--- config.mk ---
export PLATFORM = sky130hd
export DESIGN_NAME = ex_mem_pipe_stage
export DESIGN_NICKNAME = d
export VERILOG_FILES = /design/src/rtl/riscv_pipe_pkg.sv /design/src/rtl/ex_mem_pipe_stage_skid_buf.sv /design/src/rtl/ex_mem_pipe_stage.sv
export SDC_FILE = /design/constraint.sdc
export NUM_CORES = 1
export LEC_CHECK = 0
export CORE_ASPECT_RATIO = 1.75
export CORE_UTILIZATION = 40
export DETAILED_ROUTE_END_ITERATION = 7
export MAX_ROUTING_LAYER = met4
export PLACE_DENSITY = 0.67
export SLEW_MARGIN = 10
export SYNTH_ARGS = -nofsm -noshare
export SYNTH_HDL_FRONTEND = slang
export SYNTH_SLANG_ARGS = --single-unit
--- constraint.sdc ---
create_clock -name clk -period 13.8 [get_ports clk]
set_clock_uncertainty 0.1 [all_clocks]
set_input_delay 3.45 -clock clk [delete_from_list [all_inputs] [get_ports clk]]
set_output_delay 3.45 -clock clk [all_outputs]
set_load 0.02 [all_outputs]
--- src/rtl/riscv_pipe_pkg.sv ---
// Shared types and constants for the RISC-V pipeline stage registers.
package riscv_pipe_pkg;

  localparam int unsigned DEF_XLEN    = 32;
  localparam int unsigned DEF_RADDR_W = 5;
  localparam int unsigned DEF_CTRL_W  = 4;

  localparam int unsigned CTRL_REGWRITE_BIT = 0;
  localparam int unsigned CTRL_MEMWRITE_BIT = 1;

  typedef enum logic [1:0] {
    OCC_EMPTY = 2'd0,
    OCC_ONE   = 2'd1,
    OCC_TWO   = 2'd2
  } occ_t;

  typedef struct packed {
    logic [DEF_XLEN-1:0]    alu_result;
    logic [DEF_XLEN-1:0]    alu_result_f;
    logic [DEF_XLEN-1:0]    write_data;
    logic [DEF_RADDR_W-1:0] rd;
    logic [DEF_XLEN-1:0]    pc_plus4;
    logic [DEF_CTRL_W-1:0]  ctrl;
  } ex_mem_payload_t;

endpackage

--- src/rtl/ex_mem_pipe_stage_skid_buf.sv ---
// Generic 2-entry skid buffer: head register drives the output, skid register
// absorbs the one beat accepted while the consumer stalls.
module pipe_skid_buf
  import riscv_pipe_pkg::*;
#(
  parameter type T = logic
) (
  input  logic clk,
  input  logic reset,
  input  logic flush,
  input  logic in_valid,
  output logic in_ready,
  input  T     in_data,
  output logic out_valid,
  input  logic out_ready,
  output T     out_data,
  output logic out_valid_nxt_c,
  output T     out_data_nxt_c
);

  occ_t occ_q, occ_d;
  T     skid_q, skid_d, head_d;
  logic in_xfer, out_xfer, in_ready_d;

  assign in_xfer  = in_valid & in_ready;
  assign out_xfer = out_valid & out_ready;

  // State register
  always_ff @(posedge clk or posedge reset) begin
    if (reset) occ_q <= OCC_EMPTY;
    else       occ_q <= occ_d;
  end

  // Next occupancy; flush overrides every transfer
  always_comb begin
    occ_d = occ_q;
    if (flush) begin
      occ_d = OCC_EMPTY;
    end else begin
      case (occ_q)
        OCC_EMPTY: if (in_xfer) occ_d = OCC_ONE;
        OCC_ONE: begin
          if (in_xfer && !out_xfer)      occ_d = OCC_TWO;
          else if (!in_xfer && out_xfer) occ_d = OCC_EMPTY;
        end
        OCC_TWO:   if (out_xfer) occ_d = OCC_ONE;
        default:   occ_d = OCC_EMPTY;
      endcase
    end
  end

  // Datapath steering and next-cycle handshake outputs
  always_comb begin
    head_d = out_data;
    skid_d = skid_q;
    if (!flush) begin
      case (occ_q)
        OCC_EMPTY: if (in_xfer) head_d = in_data;
        OCC_ONE: begin
          if (in_xfer && out_xfer) head_d = in_data;
          else if (in_xfer)        skid_d = in_data;
        end
        OCC_TWO:   if (out_xfer) head_d = skid_q;
        default:   head_d = out_data;
      endcase
    end
    out_valid_nxt_c = (occ_d != OCC_EMPTY);
    in_ready_d      = (occ_d != OCC_TWO);
    out_data_nxt_c  = head_d;
  end

  always_ff @(posedge clk or posedge reset) begin
    if (reset) begin
      out_data  <= '0;
      skid_q    <= '0;
      out_valid <= 1'b0;
      in_ready  <= 1'b1;
    end else begin
      out_data  <= head_d;
      skid_q    <= skid_d;
      out_valid <= out_valid_nxt_c;
      in_ready  <= in_ready_d;
    end
  end

endmodule

--- src/rtl/ex_mem_pipe_stage.sv ---
// Elastic EX->MEM pipeline register with skid buffering, flush and
// x0-qualified forwarding taps for the hazard unit.
module ex_mem_pipe_stage
  import riscv_pipe_pkg::*;
#(
  parameter int unsigned XLEN    = DEF_XLEN,
  parameter int unsigned RADDR_W = DEF_RADDR_W,
  parameter int unsigned CTRL_W  = DEF_CTRL_W
) (
  input  logic               clk,
  input  logic               reset,
  input  logic               flush,
  input  logic               in_valid,
  output logic               in_ready,
  input  logic [XLEN-1:0]    alu_result_e,
  input  logic [XLEN-1:0]    alu_result_f_e,
  input  logic [XLEN-1:0]    write_data_e,
  input  logic [RADDR_W-1:0] rd_e,
  input  logic [XLEN-1:0]    pc_plus4_e,
  input  logic [CTRL_W-1:0]  ctrl_e,
  output logic               out_valid,
  input  logic               out_ready,
  output logic [XLEN-1:0]    alu_result_m,
  output logic [XLEN-1:0]    alu_result_f_m,
  output logic [XLEN-1:0]    write_data_m,
  output logic [RADDR_W-1:0] rd_m,
  output logic [XLEN-1:0]    pc_plus4_m,
  output logic [CTRL_W-1:0]  ctrl_m,
  output logic               fwd_reg_write,
  output logic [RADDR_W-1:0] fwd_rd
);

  typedef struct packed {
    logic [XLEN-1:0]    alu_result;
    logic [XLEN-1:0]    alu_result_f;
    logic [XLEN-1:0]    write_data;
    logic [RADDR_W-1:0] rd;
    logic [XLEN-1:0]    pc_plus4;
    logic [CTRL_W-1:0]  ctrl;
  } payload_t;

  payload_t in_pl, head_pl, head_nxt_pl;
  logic     out_valid_nxt, fwd_we_d;

  always_comb begin
    in_pl              = '0;
    in_pl.alu_result   = alu_result_e;
    in_pl.alu_result_f = alu_result_f_e;
    in_pl.write_data   = write_data_e;
    in_pl.rd           = rd_e;
    in_pl.pc_plus4     = pc_plus4_e;
    in_pl.ctrl         = ctrl_e;
  end

  pipe_skid_buf #(.T(payload_t)) u_skid (
    .clk             (clk),
    .reset           (reset),
    .flush           (flush),
    .in_valid        (in_valid),
    .in_ready        (in_ready),
    .in_data         (in_pl),
    .out_valid       (out_valid),
    .out_ready       (out_ready),
    .out_data        (head_pl),
    .out_valid_nxt_c (out_valid_nxt),
    .out_data_nxt_c  (head_nxt_pl)
  );

  assign alu_result_m   = head_pl.alu_result;
  assign alu_result_f_m = head_pl.alu_result_f;
  assign write_data_m   = head_pl.write_data;
  assign rd_m           = head_pl.rd;
  assign pc_plus4_m     = head_pl.pc_plus4;
  assign ctrl_m         = head_pl.ctrl;

  // Forwarding taps computed from next head state so they stay registered
  assign fwd_we_d = out_valid_nxt & head_nxt_pl.ctrl[CTRL_REGWRITE_BIT]
                  & (head_nxt_pl.rd != '0);

  always_ff @(posedge clk or posedge reset) begin
    if (reset) begin
      fwd_reg_write <= 1'b0;
      fwd_rd        <= '0;
    end else begin
      fwd_reg_write <= fwd_we_d;
      fwd_rd        <= fwd_we_d ? head_nxt_pl.rd : '0;
    end
  end

endmodule
* Word level (Yosys, flattened, before mapping)
Cells that the tools add are included.
Storage, ports and cells: register bits 284
Operators by class: reduce and logical (&&, ||, !) cells 11, bitwise gates (word level) 6, muxes and demuxes 12, equality and inequality tests 6
Operator list (count):
- 137-bit 2-to-1 mux | 3
- 137-bit case mux with 3 select lines | 1
- 41-bit 2-to-1 mux | 1
- 2-bit 2-to-1 mux | 5
- 2-bit by 1-bit != test with 1-bit output, second input constant | 3
- 2-bit case mux with 3 select lines | 1
- 5-bit 2-to-1 mux | 1
- 5-bit AND reduction | 1
- 5-bit nonzero test | 1
- 1-bit bitwise AND | 4
- 4-bit AND reduction | 1
- 1-bit logical AND | 3
- 3-bit nonzero test | 1
- 2-bit by 1-bit equality test with 1-bit output, second input constant | 1
- 2-bit equality test, second input constant | 1
- 1-bit logical NOT | 2
- 2-bit logical NOT | 1
- 2-bit != test, second input constant | 1
- 1-bit inverter | 2
- 2-bit nonzero test | 1

* Logic depth before layout (Yosys ltp)
Gate-level depths: netlist of the first run.
depth in word-level cells 11, mapped depth 8

* By module
Synthesis of the first run repeated with hierarchy kept, for this count alone.
Second synthesis, totals: cells, all modules 819, area total of the unflattened synthesis 12390.6 sq um
Modules (own cells, without submodules):
- pipe_skid_buf | area each 12181.7 sq um, instances 1, seq. area each 6957.9 sq um, cells an instance 803
- ex_mem_pipe_stage | area each 209.0 sq um, instances 1, seq. area each 150.1 sq um, cells an instance 16

* Worst setup path before layout of the first run
OpenSTA, ideal clock, no wires.
kind input port to flip-flop, from input out_ready, to register u_skid.out_data[49] (netlist bit), stages on the path 8, required time 13568 ps, arrival 4528 ps, setup time 132 ps, slack 9039 ps, path through a21bo_1 buf_4 and2_4 buf_6 buf_6 buf_6 a22oi_2 o21ai_1
Between the ends: cells in the longest elaborated chain, start to end 4, elaborated cells between the ends (all ways) 5, those cells by class 2 x eq/ne; 1 x bitwise; 2 x reduce/logical
RTL lines:
- from (decl) | RTL line ex_mem_pipe_stage.sv:22 | input logic out_ready,
- 1-bit bitwise AND * | RTL line ex_mem_pipe_stage_skid_buf.sv:26 | assign out_xfer = out_valid & out_ready;
- 1-bit logical AND | RTL line ex_mem_pipe_stage_skid_buf.sv:60 | if (in_xfer && out_xfer) head_d = in_data;
- 2-bit by 1-bit != test with 1-bit output (no source line)
- 5-bit AND reduction (no source line) *
- to (signal assigned) | RTL line ex_mem_pipe_stage_skid_buf.sv:74 | out_data <= '0;
- to (signal assigned) | RTL line ex_mem_pipe_stage_skid_buf.sv:79 | out_data <= head_d;
- to (decl) | RTL line ex_mem_pipe_stage_skid_buf.sv:16 | output T out_data,
Every way passes the cells marked *; elsewhere a longest branch is shown, timed or not. A chain may end at the register's enable or synchronous reset.

==> results by group, run 1 <==
Status
  – Status: finished, final reports clean

STA
  – Number of slew-limit violations in the final report: 0
  – Count of final hold-check violations: 0
  – Sum of negative setup slack: 0 ps
  – Number of setup violations in the final report: 0
  – Period utilization: 0.424
  – Slew of the pin with the lowest slew margin: 1040 ps
  – Final-layout worst hold slack: ~380 ps
  – RSZ-0062 raised after global routing: false
  – Fmax: about 170 MHz
  – Normalized max-slew margin: 0.304
  – Crit path time final: 5850 ps

Die
  – DIE AREA: 30900 um^2
  – Die height: about 230 um
  – Count of pins on the block boundary: 287
  – Floorplan Core Area: 29500 um^2
  – Number of core rows: 83
  – Starting density of the core: 0.409
  – Die extent in x: ~130 um

Worst hold path
  – Path type of the worst min-delay path: flop to flop
  – Worst hold stages: 2
  – Source of the worst hold timing path: u_skid.out_data[72]
  – Endpoint of the worst hold path: u_skid.out_data[72]

Clock tree
  – Post-CTS Repair Setup Buffers: 0
  – CTS buffer count: 27
  – Clock sink count: 284
  – Maximum level of the CTS H-tree: 1
  – Source-to-sink clock delay at the later pin of the worst-skew pair: 520 ps
  – Buffer levels on the longest clock path: 3
  – CTS tree: yes
  – Resize count post-CTS: 0
  – Number of hold buffers added after cts: 0
  – Root Buffer Master: sky130_fd_sc_hd__clkbuf_16
  – Clock slew at the register clock pins of the worst setup and hold paths: 60 ps

Power and ir drop
  – Power Density: 183 nW/um^2
  – Worst supply voltage drop on vdd: 0.133 mV
  – Static leakage power: 6.54 nW

Synthesis
  – Yosys Warn Count: 0
  – Number of unique standard cell types used by synthesis: 33
  – Number of flip-flops and latches in the synthesized netlist: 284
  – Cell count after synthesis: 940
  – Sequential fraction of the synthesis area: 0.589
  – Mean cell area of the mapped netlist: 12.8 um^2
  – Post-Synthesis Cell Area: roughly 12000 um^2
  – Nets in the synthesized netlist: 1082

Route
  – Starting DRT DRC Count: 451
  – Final wirelength: 31100 um
  – Number of design rule violations left after detail routing: 0
  – First-pass iteration count of the detailed router: 4
  – Residual antenna-violating net count after detailed routing: 0
  – Vias after detailed routing: ~8.4k
  – Vias/cell: 5.29
  – Average routed wire per standard cell: 19.5 um

Global route
  – Global-route wire length before repair: ~49000 um
  – Via count of the first global-routing pass: just under 9k
  – Overflow left after global routing: 0
  – Largest net degree at the start of global routing: 157
  – Initial antenna violation count: 4
  – Overall track demand over capacity in global routing: 0.207

Placed design
  – Number of buffers added on ports: 286
  – Detailed-placement wirelength estimate: 19700 um
  – Placer Congestion: 0.759
  – Inst Count DP: about 1.5k

Layout
  – Multi-input combinational cell area: between 4000 and 5000 um^2
  – Layout net count: 1329
  – Final Non-Filler Cells: 1591
  – Share of post-route cells with drive strength above 1: 0.124
  – FF/Latch Area: 7110 um^2
  – Filler instances: 2610
  – Post-synthesis to final-layout area growth: 31.3%

Setup path
  – Depth of the most critical reg-to-reg path: 6
  – Worst Setup Path Type: primary input to flop
  – Req. time, crit path: 14150 ps
  – CP max FO: 48
  – Launch instance of the worst register-to-register path: u_skid.occ_q[0]
  – Maximum cell stage delay along the critical path: 740 ps
  – Slowest cell on crit path: sky130_fd_sc_hd__buf_4
  – FF-to-FF End: fwd_reg_write
  – Nature of the critical path endpoint: flop
  – Launching element type of the critical path: primary input
  – Cell-by-cell listing of the critical path: clkdlybuf4s50_1 > and4b_4 > buf_4 > a32oi_1 > o2bb2ai_1 > nand2_1 > a41oi_2
  – Setup slack of the worst register-to-register path: roughly 11000 ps
  – Worst Path Arrival: around 6200 ps

Flow run
  – Max-cap violations: 0
==> cells in the mapped netlist <==
library cell | number | share of area
sky130_fd_sc_hd__dfrtp_1 | 283 | 0.59
sky130_fd_sc_hd__nand2_1 | 138 | 0.043
sky130_fd_sc_hd__mux2_1 | 130 | 0.12
sky130_fd_sc_hd__o21ai_1 | 81 | 0.034
sky130_fd_sc_hd__a22oi_2 | 80 | 0.083
sky130_fd_sc_hd__o21ai_0 | 55 | 0.023
sky130_fd_sc_hd__a22oi_1 | 53 | 0.033
sky130_fd_sc_hd__buf_2 | 36 | 0.015
sky130_fd_sc_hd__buf_6 | 25 | 0.023
sky130_fd_sc_hd__clkbuf_1 | 14 | 0.0044
sky130_fd_sc_hd__mux2_2 | 7 | 0.0065
sky130_fd_sc_hd__a32oi_1 | 4 | 0.0029
sky130_fd_sc_hd__inv_1 | 4 | 0.0012
sky130_fd_sc_hd__o2bb2ai_1 | 4 | 0.0029
sky130_fd_sc_hd__buf_4 | 3 | 0.0019
sky130_fd_sc_hd__nor2_1 | 3 | 0.00093
sky130_fd_sc_hd__a21o_1 | 2 | 0.0012
sky130_fd_sc_hd__and3_1 | 2 | 0.0010
sky130_fd_sc_hd__nor2b_1 | 2 | 0.0010
sky130_fd_sc_hd__a21bo_1 | 1 | 0.00083
sky130_fd_sc_hd__a21oi_1 | 1 | 0.00041
sky130_fd_sc_hd__a221o_1 | 1 | 0.00083
sky130_fd_sc_hd__a22oi_4 | 1 | 0.0018
sky130_fd_sc_hd__a41oi_2 | 1 | 0.0013
sky130_fd_sc_hd__and2_4 | 1 | 0.00073
sky130_fd_sc_hd__and3b_1 | 1 | 0.00073
sky130_fd_sc_hd__and4b_1 | 1 | 0.00083
sky130_fd_sc_hd__and4bb_2 | 1 | 0.0010
sky130_fd_sc_hd__dfstp_2 | 1 | 0.0022
sky130_fd_sc_hd__nand2b_1 | 1 | 0.00052
sky130_fd_sc_hd__nand3b_4 | 1 | 0.0017
sky130_fd_sc_hd__o21a_1 | 1 | 0.00062
sky130_fd_sc_hd__xnor2_1 | 1 | 0.00073
==> final cells by class <==
type,instances,share of cell area
diodes,4,0.000632
clock buffers,37,0.0494
clock inverters,10,0.00506
inverters,4,0.00142
multi-input cells,574,0.278
flip-flops and latches,284,0.449
well taps,382,0.0302
repair buffers,296,0.186
==> report_power, final <==
group,total [mW],internal [mW],leakage [nW],switching (mW)
logic,0.833,0.420,2.61,0.414
clock network,0.726,0.414,0.428,0.312
registers,1.34,1.15,3.49,0.188
==> flip-flops by register name, indices dropped and copies added (netlist names) <==
name              flops
fwd_rd                5
u_skid.in_ready       1
u_skid.out_valid      1
u_skid.occ_q          2
u_skid.skid_q       137
fwd_reg_write         1
u_skid.out_data     137
==> worst max-delay path by stage <==
stage / startpoint / slack (ps) / cells past startpoint / to
3_5_place_dp: out_ready / 7430 / 7 / fwd_reg_write
5_1_grt: out_ready / 7850 / 7 / fwd_reg_write
2_1_floorplan: reset / 2420 / 1 / fwd_rd[0]
6_report: out_ready / 7950 / 7 / fwd_reg_write
4_1_cts: out_ready / 7990 / 7 / fwd_reg_write
3_3_place_gp: out_ready / 7460 / 7 / fwd_reg_write
==> cell usage in the layout (no fill, tap or decap), drive strengths merged, types with 3 or more instances in the layout <==
cell type      Yosys  final
a22oi            134    134
o2bb2ai            4      4
nor2               3      3
buf               64     11
mux2             137    137
diode              0      4
clkinv             0      7
clkbuf            14     37
clkdlybuf4s50      0    285
a32oi              4      4
inv                4      4
o21ai            136    136
nand2            138    138
dfrtp            283    283
==> cells by family after synthesis <==
logic type,after synthesis,synth area share
compound gates,285,0.185
xor+xnor,1,0.000726
buf+inv,82,0.0457
flops,284,0.589
mux,137,0.128
simple gates,151,0.0514
==> through the flow <==
| stage | util | power, mW | setup slack (ps) | instance area [um^2] |
|---|---|---|---|---|
| final | 0.537 | 2.90 | 7950 | 15800 |
| after detailed placement | 0.507 | 2.20 | 7430 | 15000 |
| after global routing | 0.537 | 3.06 | 7850 | 15800 |
| after global placement | 0.507 | 2.17 | 7460 | 15000 |
| after floorplan | - | 1.80 | 2420 | 12100 |
| after CTS | 0.537 | 2.93 | 7990 | 15800 |
==> worst max-delay path, delay by kind of cell <==
kind | cells | cell delay (ps)
compound gates | 3 | 590
buf+inv | 2 | 1250
simple gates | 2 | 870
==> per-layer routing <==
layer / GRT usage / part of all wire
met1: 0.237 / 0.40
met2: 0.357 / 0.52
met3: 0.0351 / 0.050
met4: 0.0859 / 0.031
met5: - / 0
(Power assumes the default switching activity.)
==> run 2, diff against run 1 <==
--- a/config.mk
+++ b/config.mk
@@ -9,7 +9,7 @@
 export CORE_UTILIZATION = 40
 export DETAILED_ROUTE_END_ITERATION = 7
 export MAX_ROUTING_LAYER = met4
-export PLACE_DENSITY = 0.67
+export PLACE_DENSITY = 0.69
 export SLEW_MARGIN = 10
 export SYNTH_ARGS = -nofsm -noshare
 export SYNTH_HDL_FRONTEND = slang
==> constraint.sdc (replaced) <==
create_clock -name clk -period 4.85 [get_ports clk]
set_clock_uncertainty 0.1 [all_clocks]
set_input_delay 1.2125 -clock clk [delete_from_list [all_inputs] [get_ports clk]]
set_output_delay 1.2125 -clock clk [all_outputs]
set_load 0.02 [all_outputs]
==> results by group, run 2 (synthesis gave the netlist of run 1 again) <==
STA
  – Period utilization: 0.643
  – Sum of negative setup slack: 0 ps
  – Crit path time final: 3120 ps
  – Count of final hold-check violations: 0
  – Normalized max-slew margin: 0.353
  – Fmax: 321 MHz
  – Slew of the pin with the lowest slew margin: 970 ps
  – Number of slew-limit violations in the final report: 0
  – RSZ-0062 raised after global routing: false
  – Number of setup violations in the final report: 0

Die
  – DIE AREA: 30900 um^2
  – Starting density of the core: 0.409
  – Count of pins on the block boundary: 287
  – Die height: between 200 and 250 um
  – Die extent in x: 133 um
  – Floorplan Core Area: 29500 um^2
  – Number of core rows: 83

Route
  – Vias after detailed routing: 8443
  – First-pass iteration count of the detailed router: 4
  – Residual antenna-violating net count after detailed routing: 0
  – Vias/cell: around 5.3
  – Starting DRT DRC Count: 380
  – Final wirelength: 31800 um
  – Number of design rule violations left after detail routing: 0
  – Average routed wire per standard cell: 19.9 um

Setup path
  – Worst Setup Path Type: flop to output port
  – Cell-by-cell listing of the critical path: clkdlybuf4s50_1
  – Worst Path Arrival: around 1800 ps
  – Req. time, crit path: 3540 ps
  – CP max FO: 4
  – Nature of the critical path endpoint: output port
  – Slowest cell on crit path: sky130_fd_sc_hd__clkdlybuf4s50_1
  – Launching element type of the critical path: flop
  – Buffers plus inverters on the worst setup path: 1
  – Top delay family on crit path: buffers and inverters
  – Maximum cell stage delay along the critical path: 710 ps

Layout
  – Multi-input combinational cell area: 4410 um^2
  – Leading registers by flop count: u_skid.out_data x137, u_skid.skid_q x137, fwd_rd x5
  – FF/Latch Area: about 7100 um^2
  – Layout net count: 1334
  – Final Non-Filler Cells: ~1.6k
  – Share of post-route cells with drive strength above 1: 0.125
  – Post-synthesis to final-layout area growth: 32.8%
  – Most common library cell in the layout ignoring fill and taps: sky130_fd_sc_hd__clkdlybuf4s50_1
  – Filler instances: 2586
  – Most frequent cells in the layout: 285 x sky130_fd_sc_hd__clkdlybuf4s50_1, 283 x sky130_fd_sc_hd__dfrtp_1, 138 x sky130_fd_sc_hd__nand2_1

Flow run
  – Max-cap violations: 0

Clock tree
  – Resize count post-CTS: 0
  – Maximum level of the CTS H-tree: 1
  – CTS tree: yes
  – Post-CTS Repair Setup Buffers: 0
  – CTS buffer count: 27
  – Buffer levels on the longest clock path: 3
  – Root Buffer Master: sky130_fd_sc_hd__clkbuf_16
  – Clock sink count: roughly 280
  – Clock slew at the register clock pins of the worst setup and hold paths: 70 ps
  – Source-to-sink clock delay at the later pin of the worst-skew pair: 540 ps
  – Number of hold buffers added after cts: 0

Power and ir drop
  – Worst supply voltage drop on vdd: 0.358 mV
  – Static leakage power: 6.61 nW
  – Power Density: 524 nW/um^2

Global route
  – Overall track demand over capacity in global routing: 0.214
  – Largest net degree at the start of global routing: 112
  – Initial antenna violation count: 4
  – Global-route wire length before repair: 49900 um
  – Overflow left after global routing: 0
  – Via count of the first global-routing pass: 8870

Worst hold path
  – Path type of the worst min-delay path: flop to flop

Status
  – Status: finished, final reports clean

Placed design
  – Inst Count DP: 1545
  – Number of buffers added on ports: between 200 and 300
  – Detailed-placement wirelength estimate: 20500 um
  – Placer Congestion: 0.798
-- run 2: cell types whose count changed in the layout (fill, tap and decap cells not counted), moves of 2 or more --
cell	change
sky130_fd_sc_hd__buf_12	+7
sky130_fd_sc_hd__clkinv_2	-6
sky130_fd_sc_hd__clkbuf_1	+5
sky130_fd_sc_hd__clkbuf_8	+4
sky130_fd_sc_hd__buf_4	-2
-- run 2: final cells by class --
class | count | share of cell area
Timing Repair Buffer | 301 | 0.192
Tap cell | 382 | 0.0298
Multi-Input combinational cell | 574 | 0.275
Antenna cell | 5 | 0.000781
Inverter | 4 | 0.00117
Sequential cell | 284 | 0.444
Clock inverter | 3 | 0.00406
Clock buffer | 46 | 0.0535
-- run 2: per-stage QoR --
stage	hold slack, ps	power (mW)	setup WS, ps	util	instance area, um^2
after global routing	400	8.85	1600	0.543	16000
after global placement	362	6.18	1180	0.512	15100
after CTS	384	8.50	1700	0.543	16000
after detailed placement	370	6.27	1150	0.512	15100
final	381	8.40	1730	0.543	16000
after floorplan	365	5.12	-225	-	12100
-- run 2: routing by layer --
metal	part of all wire	GRT usage	vias to the layer above
met3	0.042	0.0293	48
met4	0.029	0.0820	0
li1	-	-	3879
met5	0	-	-
met1	0.39	0.238	4307
met2	0.54	0.383	209
-- run 2: power breakdown --
| group | internal (mW) | switching (mW) | leakage, nW |
|---|---|---|---|
| sequential | 3.27 | 0.527 | 3.49 |
| combinational | 1.21 | 1.20 | 2.66 |
| clock | 1.30 | 0.890 | 0.453 |
| total | 5.78 | 2.62 | 6.61 |
-- run 2: path summary, 6_finish.rpt --
path                            slack (ps)             endpoint  depth (start not counted)                 from
worst max-delay path                  1730             in_ready                          1      u_skid.in_ready
worst min-delay path                   380  u_skid.out_data[16]                          2  u_skid.out_data[16]
worst max register to register        2370  u_skid.out_data[62]                          5      u_skid.in_ready
worst min register to register         380  u_skid.out_data[16]                          2  u_skid.out_data[16]
max in group asynchronous             2670  u_skid.out_data[45]                          3                reset
min in group asynchronous             1050  u_skid.out_data[52]                          2                reset
-- run 2: worst min-delay path, stage by stage (launching register included) --
cell,delay (ps)
sky130_fd_sc_hd__dfrtp_1,340
sky130_fd_sc_hd__nand2_1,50
sky130_fd_sc_hd__o21ai_0,60
==> run 3, diff against run 2 <==
--- a/config.mk
+++ b/config.mk
@@ -9,7 +9,7 @@
 export CORE_UTILIZATION = 40
 export DETAILED_ROUTE_END_ITERATION = 7
 export MAX_ROUTING_LAYER = met4
-export PLACE_DENSITY = 0.69
+export PLACE_DENSITY = 0.67
 export SLEW_MARGIN = 10
 export SYNTH_ARGS = -nofsm -noshare
 export SYNTH_HDL_FRONTEND = slang
==> constraint.sdc (replaced) <==
create_clock -name clk -period 3.1 [get_ports clk]
set_clock_uncertainty 0.1 [all_clocks]
set_input_delay 0.775 -clock clk [delete_from_list [all_inputs] [get_ports clk]]
set_output_delay 0.775 -clock clk [all_outputs]
set_load 0.02 [all_outputs]
==> results by group, run 3 (synthesis gave the netlist of run 1 again) <==
Global route
  – Largest net degree at the start of global routing: 103
  – Global-route wire length before repair: just over 50000 um
  – Overflow left after global routing: 0
  – Overall track demand over capacity in global routing: 0.215
  – Initial antenna violation count: 7
  – Via count of the first global-routing pass: 9284

Power and ir drop
  – Static leakage power: 6.72 nW
  – Power Density: a little over 800 nW/um^2
  – Worst supply voltage drop on vdd: 0.488 mV

STA
  – Count of final hold-check violations: 0
  – Number of slew-limit violations in the final report: 0
  – RSZ-0062 raised after global routing: false
  – Fmax: ~380 MHz
  – Crit path time final: 2640 ps
  – PnR worst setup slack: 456 ps
  – Slew of the pin with the lowest slew margin: 1210 ps
  – Final-layout worst hold slack: roughly 380 ps
  – Period utilization: 0.853
  – Normalized max-slew margin: 0.193
  – Number of setup violations in the final report: 0

Clock tree
  – Clock sink count: 284
  – Number of hold buffers added after cts: 0
  – CTS buffer count: 27
  – Buffer levels on the longest clock path: 3
  – Resize count post-CTS: 0
  – Clock slew at the register clock pins of the worst setup and hold paths: 60 ps
  – Root Buffer Master: sky130_fd_sc_hd__clkbuf_16
  – CTS tree: yes
  – Post-CTS Repair Setup Buffers: 0
  – Maximum level of the CTS H-tree: 1
  – Source-to-sink clock delay at the later pin of the worst-skew pair: about 540 ps

Placed design
  – Placer Congestion: 0.827
  – Detailed-placement wirelength estimate: 21200 um
  – Minimum setup slack after placement: approximately 280 ps
  – DP Area: 15300 um^2
  – Number of buffers added on ports: 286

Die
  – Die extent in x: 133 um
  – Number of core rows: 83
  – Floorplan Core Area: between 20000 and 30000 um^2
  – Die height: 232 um
  – Count of pins on the block boundary: 287
  – Starting density of the core: 0.409
  – DIE AREA: 30900 um^2

Worst hold path
  – Path type of the worst min-delay path: flop to flop
  – Endpoint of the worst hold path: u_skid.out_data[19]
  – Worst hold stages: 2
  – Source of the worst hold timing path: u_skid.out_data[19]

Setup path
  – Launch instance of the worst register-to-register path: u_skid.in_ready
  – Top delay family on crit path: buffers and inverters
  – Nature of the critical path endpoint: output port
  – Buffers plus inverters on the worst setup path: 1
  – Maximum cell stage delay along the critical path: 680 ps
  – FF-to-FF End: u_skid.out_data[100]
  – Setup slack of the worst register-to-register path: 1000 ps
  – CP max FO: 4
  – Worst Setup Path Type: flop to output port
  – Depth of the most critical reg-to-reg path: 6
  – Req. time, crit path: between 2000 and 2500 ps
  – Slowest cell on crit path: sky130_fd_sc_hd__clkdlybuf4s50_1
  – Launching element type of the critical path: flop
  – Cell-by-cell listing of the critical path: clkdlybuf4s50_1
  – Worst Path Arrival: 1770 ps

Layout
  – Final instance area: roughly 16000 um^2
  – Post-synthesis to final-layout area growth: 34.6%
  – Leading registers by flop count: u_skid.out_data x137, u_skid.skid_q x137, fwd_rd x5
  – Most common library cell in the layout ignoring fill and taps: sky130_fd_sc_hd__clkdlybuf4s50_1
  – Final core utilization: 0.550
  – Most frequent cells in the layout: 285 x sky130_fd_sc_hd__clkdlybuf4s50_1, 283 x sky130_fd_sc_hd__dfrtp_1, 138 x sky130_fd_sc_hd__nand2_1
  – Multi-input combinational cell area: 4410 um^2
  – FF/Latch Area: around 7000 um^2
  – Layout net count: 1351
  – Share of post-route cells with drive strength above 1: 0.137
  – Filler instances: 2555

Route
  – Vias/cell: 5.34
  – Average routed wire per standard cell: between 15 and 20 um
  – Starting DRT DRC Count: 404
  – Number of design rule violations left after detail routing: 0
  – Residual antenna-violating net count after detailed routing: 0
  – Vias after detailed routing: 8622
  – Final wirelength: approximately 32000 um
  – First-pass iteration count of the detailed router: 5

Flow run
  – Max-cap violations: 0

Status
  – Status: finished, final reports clean
[run 3: cell type report]
type,count,share of cell area
Sequential cell,284,0.438
Multi-Input combinational cell,574,0.272
Timing Repair Buffer,318,0.205
Clock buffer,37,0.0464
Tap cell,382,0.0294
Clock inverter,9,0.00763
Inverter,4,0.00116
Antenna cell,7,0.00108
[run 3: worst max-delay path by stage]
stage                     cells past startpoint   endpoint       startpoint  slack, ps
final                                         1   in_ready  u_skid.in_ready        460
after global routing                          1   in_ready  u_skid.in_ready        360
after CTS                                     1   in_ready  u_skid.in_ready        410
after detailed placement                      7  fwd_rd[2]         in_valid        280
after global placement                        7  fwd_rd[2]         in_valid        330
after floorplan                               1  fwd_rd[0]            reset      -1540
[run 3: metal layers]
metal,vias to the layer above,track usage,part of all wire
met4,0,0.0856,0.028
met2,233,0.371,0.54
met1,4418,0.251,0.39
met3,52,0.0314,0.047
li1,3919,-,-
met5,-,-,0
[run 3: through the flow]
stage / TNS [ps] / total power [mW] / cells
floorplan: -435630 / 8.02 / 940
global placement: 0 / 9.74 / 1562
detailed placement: 0 / 9.89 / 1562
CTS: 0 / 13.3 / 1608
global route: 0 / 13.8 / 1615
finish: 0 / 13.1 / 1615
[run 3: power breakdown]
| part | internal (mW) | switching [mW] | total (mW) |
|---|---|---|---|
| sequential | 5.12 | 0.879 | 6.00 |
| combinational | 1.94 | 1.84 | 3.78 |
| clock | 1.94 | 1.41 | 3.35 |
